<file path="src/rtl/mat_mul_sequencer.sv">
// Control sequencer for a complex N x N matrix product: walks result elements in row-major
// order and issues the four partial products (RR, II, RI, IR) plus a real and an imag write.

`ifndef WORD_LEN
`define WORD_LEN 16
`endif
`ifndef MATRIX_DIM
`define MATRIX_DIM 2
`endif

module mat_mul_sequencer #(
  parameter int unsigned WORD_LEN   = `WORD_LEN,
  parameter int unsigned MATRIX_DIM = `MATRIX_DIM,
  localparam int unsigned IDX_W     = ($clog2(MATRIX_DIM) > 1) ? $clog2(MATRIX_DIM) : 1
) (
  input  logic             clk,
  input  logic             rst_n,
  input  logic             start,
  input  logic             abort,
  input  logic             issue_ready,
  output logic             issue_valid,
  output logic [IDX_W-1:0] row_idx,
  output logic [IDX_W-1:0] col_idx,
  output logic [1:0]       blk_sel,
  output logic             acc_clr,
  output logic             acc_sub,
  output logic             res_wr,
  output logic             res_imag,
  output logic             busy,
  output logic             done
);

  if (MATRIX_DIM < 2 || WORD_LEN < 1) begin : gen_param_check
    $error("mat_mul_sequencer: MATRIX_DIM must be >= 2 and WORD_LEN >= 1");
  end

  localparam logic [IDX_W-1:0] LastIdx = IDX_W'(MATRIX_DIM - 1);

  typedef enum logic [2:0] {
    StIdle = 3'd0,
    StPh0  = 3'd1,
    StPh1  = 3'd2,
    StWrr  = 3'd3,
    StPh2  = 3'd4,
    StPh3  = 3'd5,
    StWri  = 3'd6,
    StDone = 3'd7
  } state_e;

  state_e           state_q, state_d;
  logic [IDX_W-1:0] row_q, row_d;
  logic [IDX_W-1:0] col_q, col_d;
  logic             accept;

  assign accept = issue_valid & issue_ready;

  always_comb begin
    state_d = state_q;
    row_d   = row_q;
    col_d   = col_q;
    case (state_q)
      StIdle: begin
        if (start && !abort) begin
          state_d = StPh0;
          row_d   = '0;
          col_d   = '0;
        end
      end
      StPh0:  if (accept) state_d = StPh1;
      StPh1:  if (accept) state_d = StWrr;
      StWrr:  state_d = StPh2;
      StPh2:  if (accept) state_d = StPh3;
      StPh3:  if (accept) state_d = StWri;
      StWri: begin
        // Indices stay on the last element so they read (N-1, N-1) after completion.
        if (row_q == LastIdx && col_q == LastIdx) begin
          state_d = StDone;
        end else begin
          state_d = StPh0;
          if (col_q == LastIdx) begin
            col_d = '0;
            row_d = row_q + 1'b1;
          end else begin
            col_d = col_q + 1'b1;
          end
        end
      end
      StDone: state_d = StIdle;
      default: state_d = StIdle;
    endcase
    // Abort wins over any handshake or write in the same cycle.
    if (abort && state_q != StIdle) state_d = StIdle;
  end

  always_ff @(posedge clk or negedge rst_n) begin
    if (!rst_n) begin
      state_q <= StIdle;
      row_q   <= '0;
      col_q   <= '0;
    end else begin
      state_q <= state_d;
      row_q   <= row_d;
      col_q   <= col_d;
    end
  end

  always_comb begin
    issue_valid = 1'b0;
    blk_sel     = 2'b00;
    acc_clr     = 1'b0;
    acc_sub     = 1'b0;
    res_wr      = 1'b0;
    res_imag    = 1'b0;
    done        = 1'b0;
    case (state_q)
      StPh0: begin
        issue_valid = 1'b1;
        blk_sel     = 2'b00;
        acc_clr     = 1'b1;
      end
      StPh1: begin
        issue_valid = 1'b1;
        blk_sel     = 2'b01;
        acc_sub     = 1'b1;
      end
      StWrr: res_wr = 1'b1;
      StPh2: begin
        issue_valid = 1'b1;
        blk_sel     = 2'b10;
        acc_clr     = 1'b1;
      end
      StPh3: begin
        issue_valid = 1'b1;
        blk_sel     = 2'b11;
      end
      StWri: begin
        res_wr   = 1'b1;
        res_imag = 1'b1;
      end
      StDone: done = 1'b1;
      default: ;
    endcase
  end

  assign busy    = (state_q != StIdle);
  assign row_idx = row_q;
  assign col_idx = col_q;

endmodule

</file>
<file path="config.mk">
export PLATFORM = sky130hd
export DESIGN_NAME = mat_mul_sequencer
export DESIGN_NICKNAME = d
export VERILOG_FILES = /design/src/rtl/mat_mul_sequencer.sv
export SDC_FILE = /design/constraint.sdc
export NUM_CORES = 1
export LEC_CHECK = 0
export ABC_AREA = 1
export CAP_MARGIN = 5
export CORE_AREA = 2 2 39 41
export DETAILED_ROUTE_END_ITERATION = 6
export DIE_AREA = 0 0 41 43
export PLACE_DENSITY = 0.58
export SLEW_MARGIN = 10
export SYNTH_ARGS = -nofsm -noshare
export SYNTH_HDL_FRONTEND = slang
export SYNTH_SLANG_ARGS = --single-unit
</file>
<file path="constraint.sdc">
create_clock -name clk -period 1.2 [get_ports clk]
set_input_delay 0.24 -clock clk [delete_from_list [all_inputs] [get_ports clk]]
set_output_delay 0.24 -clock clk [all_outputs]
set_load 0.01 [all_outputs]
</file>
Word level (Yosys, flattened, before mapping):

Index checks and enable logic that the tools add are counted.

* bits in registers: 5
* logic and storage cells: 56

* add/sub/neg operators: 2
* eq/ne operators: 15
* muxes and demuxes: 22
* bitwise gates (word level): 1
* reduce and logical (&&, ||, !) cells: 13

Operators by type and width (number)
* 3-bit case mux with 8 select lines: 1
* 3-bit 2-to-1 mux: 7
* 3-bit inequality test, second input constant: 5
* 3-bit equality test, second input constant: 4
* 1-bit 2-to-1 mux: 11
* 3-bit by 2-bit equality test with 1-bit output, second input constant: 2
* 2-bit inequality test, second input constant: 3
* 2-bit case mux with 3 select lines: 1
* 5-bit AND reduction: 1
* 1-bit case mux with 2 select lines: 2
* 4-bit AND reduction: 1
* 2-bit OR reduction: 2
* 4-bit OR reduction: 1
* 3-bit by 1-bit equality test with 1-bit output, second input constant: 1
* 1-bit logical AND: 3
* 3-bit zero test: 1
* 3-bit AND reduction: 1
* 3-bit nonzero test: 1
* 1-bit adder, second input constant: 2
* 2-bit nonzero test: 1
* 1-bit AND: 1
* 1-bit zero test: 1

Logic depth before layout (Yosys ltp):

Gate-level depths: netlist of run 1.

* word-level depth: 7
* gate-level depth with buffers: 8

Least setup slack after synthesis of run 1:

OpenSTA, ideal clock, no wires.

* kind: flip-flop to output port
* start: reg state_q[0]
* end: out res_wr
* arrival: 0.938 ns
* required time: 0.960 ns
* path slack: 0.022 ns
* cell stages (with the launch flop): 5
* path buffers: 0
* cell sequence: dfrtp_1 > inv_1 > nand3_2 > inv_2 > or2_2

* longest elaborated chain between the ends: 3
* elaborated cells between the ends (all ways): 4
* those cells by class: eq/ne (2); mux (1); reduce/logical (1)

RTL lines
* start: declaration: RTL line 50 `state_e state_q, state_d;`
* start signal: assignment: RTL line 97 `state_q <= StIdle;`
* start signal: assignment: RTL line 101 `state_q <= state_d;`
* 3-bit equality test or 3-bit by 2-bit equality test with 1-bit output (tied branches): RTL line 115 `case (state_q)`
* 2-bit OR reduction (no line) *
* 1-bit 2-to-1 mux *: RTL line 115
* end: declaration: RTL line 27 `output logic res_wr,`

Mark *: on every way between the ends. The rest lies on a longest branch, timed or not.

Worst setup path in the final report of run 1:

* start: reg state_q[1]
* end: out busy

* longest elaborated chain between the ends: 1

RTL lines
* 3-bit nonzero test: RTL line 145 `assign busy = (state_q != StIdle);`
* end: declaration: RTL line 29 `output logic busy,`

No other way between the ends.

==> impl_metrics.csv, run 1 <==
group,metric,value,unit
status,status,"complete, but fails checks",
status,violations,"negative setup slack",
critical_path,crit_buf_inv,3,
power_and_ir_drop,pwr_density_cell,2996,nW/um^2
power_and_ir_drop,seqPwrFrac,12.1,%
route,ant_nets,0,
layout,final_common_cell,"buf_4",
critical_path,crit_type,"reg -> out",
grt,grt_max_degree,7,
floorplanning,die_h,43,um
timing,slew_viol_final,0,
place,numPortBuffers,15,
clocking,root_buffer,"clkbuf_4",
yosys,yosys.cell_types.count,16,
grt,grt_pass1_wl,2021,um
route,dr.pass1.iters,4,
timing,fmax,0.6695,GHz
floorplanning,boundaryPins,16,
layout,nets,107,
critical_path,cp_max_fo,5,
clocking,cts_buffer_depth,2,
timing,layout_setup_ws,-0.2936,ns
grt,grt_pass1_vias,471,
critical_path,required,0.96,ns
layout,area_growth,127.1,%
timing,timing.final.crit_period,1.494,ns
worst_hold_path,worst_hold_path_type,"in -> async",
critical_path,cp_cell_sequence,"buf_6, nor2_4, buf_6, nand2_4, buf_6",
route,via_count,554,
power_and_ir_drop,pwr-share-clk,7.9,%
yosys,synthAdderAreaFrac,0,%
floorplanning,start_util,28.39,%
critical_path,startpoint,"state_q[1]",
yosys,synth_top_family_by_area,"simple AND/OR/NAND/NOR gates",
timing,fin_skew,0.002897,ns
clocking,ctsHtreeMaxLevel,1,
timing,fin_setup_tns,-3.085,ns
grt,gr-total-overflow,0,
clocking,cts_buffers,3,
critical_path,crit_path_start_kind,"register",
yosys,synth-simple-area-share,48.73,%
yosys,avgSynthCellArea,6.893,um^2
yosys,synthMuxAreaShare,0,%
job,maxCapViolations,0,
yosys,synth_fp_nets,62,
yosys,synth_xor_area_share,0,%
critical_path,cp.arrival,1.25,ns
layout,diodes,0,
yosys,yosys_warnings,0,
power_and_ir_drop,vdd_ir_drop_max,1.325,mV
floorplanning,rows,14,
clocking,clock-sinks,5,
yosys,synth_compound_area_share,8.917,%
clocking,cts_tree,"built",
power_and_ir_drop,combPwrFrac,80.0,%
route,wl,1382,um
layout,drive_gt1_share,64.36,%
layout,final_cell_count_no_fill,117,
place,gp_congestion,0.7632,
clocking,clkSlewWorstSetupHoldPaths,0.05,ns
yosys,syn_inst,57,
critical_path,cpLargestDelayFamily,"flip-flops",
yosys,seq_area_frac_synth,31.85,%
yosys,syn_area,392.9,um^2
layout,final_cell_mix,"buf_4 (18), nand2_1 (12), buf_6 (12)",
timing,fin_crit_sh,124.5,%
power_and_ir_drop,intPower,1482,uW
timing,whs,0.2198,ns
floorplanning,core,1384,um^2
layout,utilization,64.47,%
route,drc,0,
critical_path,crit_slowest_cell,"dfrtp_2",
floorplanning,die_area,1763,um^2
yosys,synth_top_area_share,31.85,%
yosys,synth_seq_cells,5,
critical_path,r2r-start,"state_q[1]",
critical_path,critical_path.endpoint_type,"output pin",
power_and_ir_drop,power.leakage,0.0004683,uW
critical_path,cp-endpoint,"busy",
power_and_ir_drop,switching_share,44.56,%
place,dp.cells,102,
timing,final_hold_viol_count,0,
route,post_drt_wl_per_cell,11.81,um
critical_path,rr_endpoint,"row_idx",
timing,maxSlewHeadroom,81.12,%
critical_path,critPathMaxStageDelay,0.45,ns
critical_path,reg2reg_slack,-0.23,ns
grt,antenna_found_initial,0,
critical_path,cp_num_cells,5,
critical_path,ff2ff_path_depth,10,
timing,finalSetupViolations,14,
route,viasPerCell,4.735,
timing,worst_pin_slew,0.2823,ns
power_and_ir_drop,p_switching,1191,uW
place,dpl.hpwl,844.3,um
yosys,post-synth-top-area-cell,"dfrtp_1",
yosys,synth.area.top_cells,"dfrtp_1 (32%), nand2_1 (13%), nand3_2 (10%)",
route,drt_iter0_markers,7,
floorplanning,die_w,41,um
clocking,clk_latency,0.25,ns
timing,rsz0062_at_grt,"true",
grt,grt_usage,17.86,%
critical_path,crit_top_cell,"buf_6",
synth_stat cells:
library cell / instances
or2_1: 1
nand2_4: 1
nand2_2: 1
nand3_1: 5
nor2_1: 6
o21ai_4: 1
o21ai_0: 2
nand2_1: 14
nand3_2: 4
dfrtp_1: 5
nor2_2: 1
a21oi_2: 1
or2_2: 1
nor3_1: 3
inv_2: 5
inv_1: 6
logic make-up (layout without fill, tap and decap cells):
family | Yosys count | in the layout
simple gates | 37 | 37
buf+inv | 11 | 55
flops | 5 | 5
compound gates | 4 | 4
worst min-delay path by stage:
stage	end	slack, ns	cells past startpoint
4_1_cts	col_idx	0.22	1
2_1_floorplan	col_idx	-0.06	0
3_3_place_gp	col_idx	0.48	1
3_5_place_dp	col_idx	0.49	1
5_1_grt	state_q[0]	0.23	1
6_report	state_q[0]	0.22	1
sequential cells by signal, summed over array words and instances (netlist names):
signal,count
col_idx,1
state_q,3
row_idx,1
layer usage:
metal / vias up / routed length [um] / track usage [%]
met1: 263 / 531 / 18.95
met3: 5 / 56 / 3.141
met5: - / 0 / 0
met4: 0 / 45 / 14.00
li1: 270 / - / -
met2: 16 / 749 / 28.75
layout make-up:
class / count / area (um^2)
multi-input combinational: 41 / 314.1
clock buffer: 4 / 26.28
tap: 16 / 20.02
timing repair buffer: 40 / 354.1
inverter: 11 / 51.30
sequential: 5 / 126.4
fill: 120 / 491.7
power groups by stage:
stage	registers (uW)	clock network [uW]	logic, uW
final	323	210	2140
after global routing	330	233	2290
after CTS	317	214	1910
after detailed placement	320	0	1480
after global placement	316	0	1460
after floorplan	344	0	697
through the flow:
stage	area (um^2)	power [uW]	setup slack, ns
floorplan	392.9	1042	0.02190
global placement	668.1	1775	-0.3659
detailed placement	668.1	1805	-0.4070
CTS	823.3	2439	-0.2478
global route	892.1	2848	-0.3459
finish	892.1	2673	-0.2936
what timing repair did:
item | in CTS | in global routing
resized for setup | 68 | 9
hold buffers | 0 | 0
setup buffers | 7 | 4
pin swaps | 9 | 3
setup endpoints to repair | 16 | 15
Note: power is estimated with default switching activity, not from simulation.
==> run 2, diff against run 1 <==
Settings changed: CAP_MARGIN 5 to 40.
==> results of run 2 <==
Same layout as run 1: the final DEF is identical, and so are final timing and power.
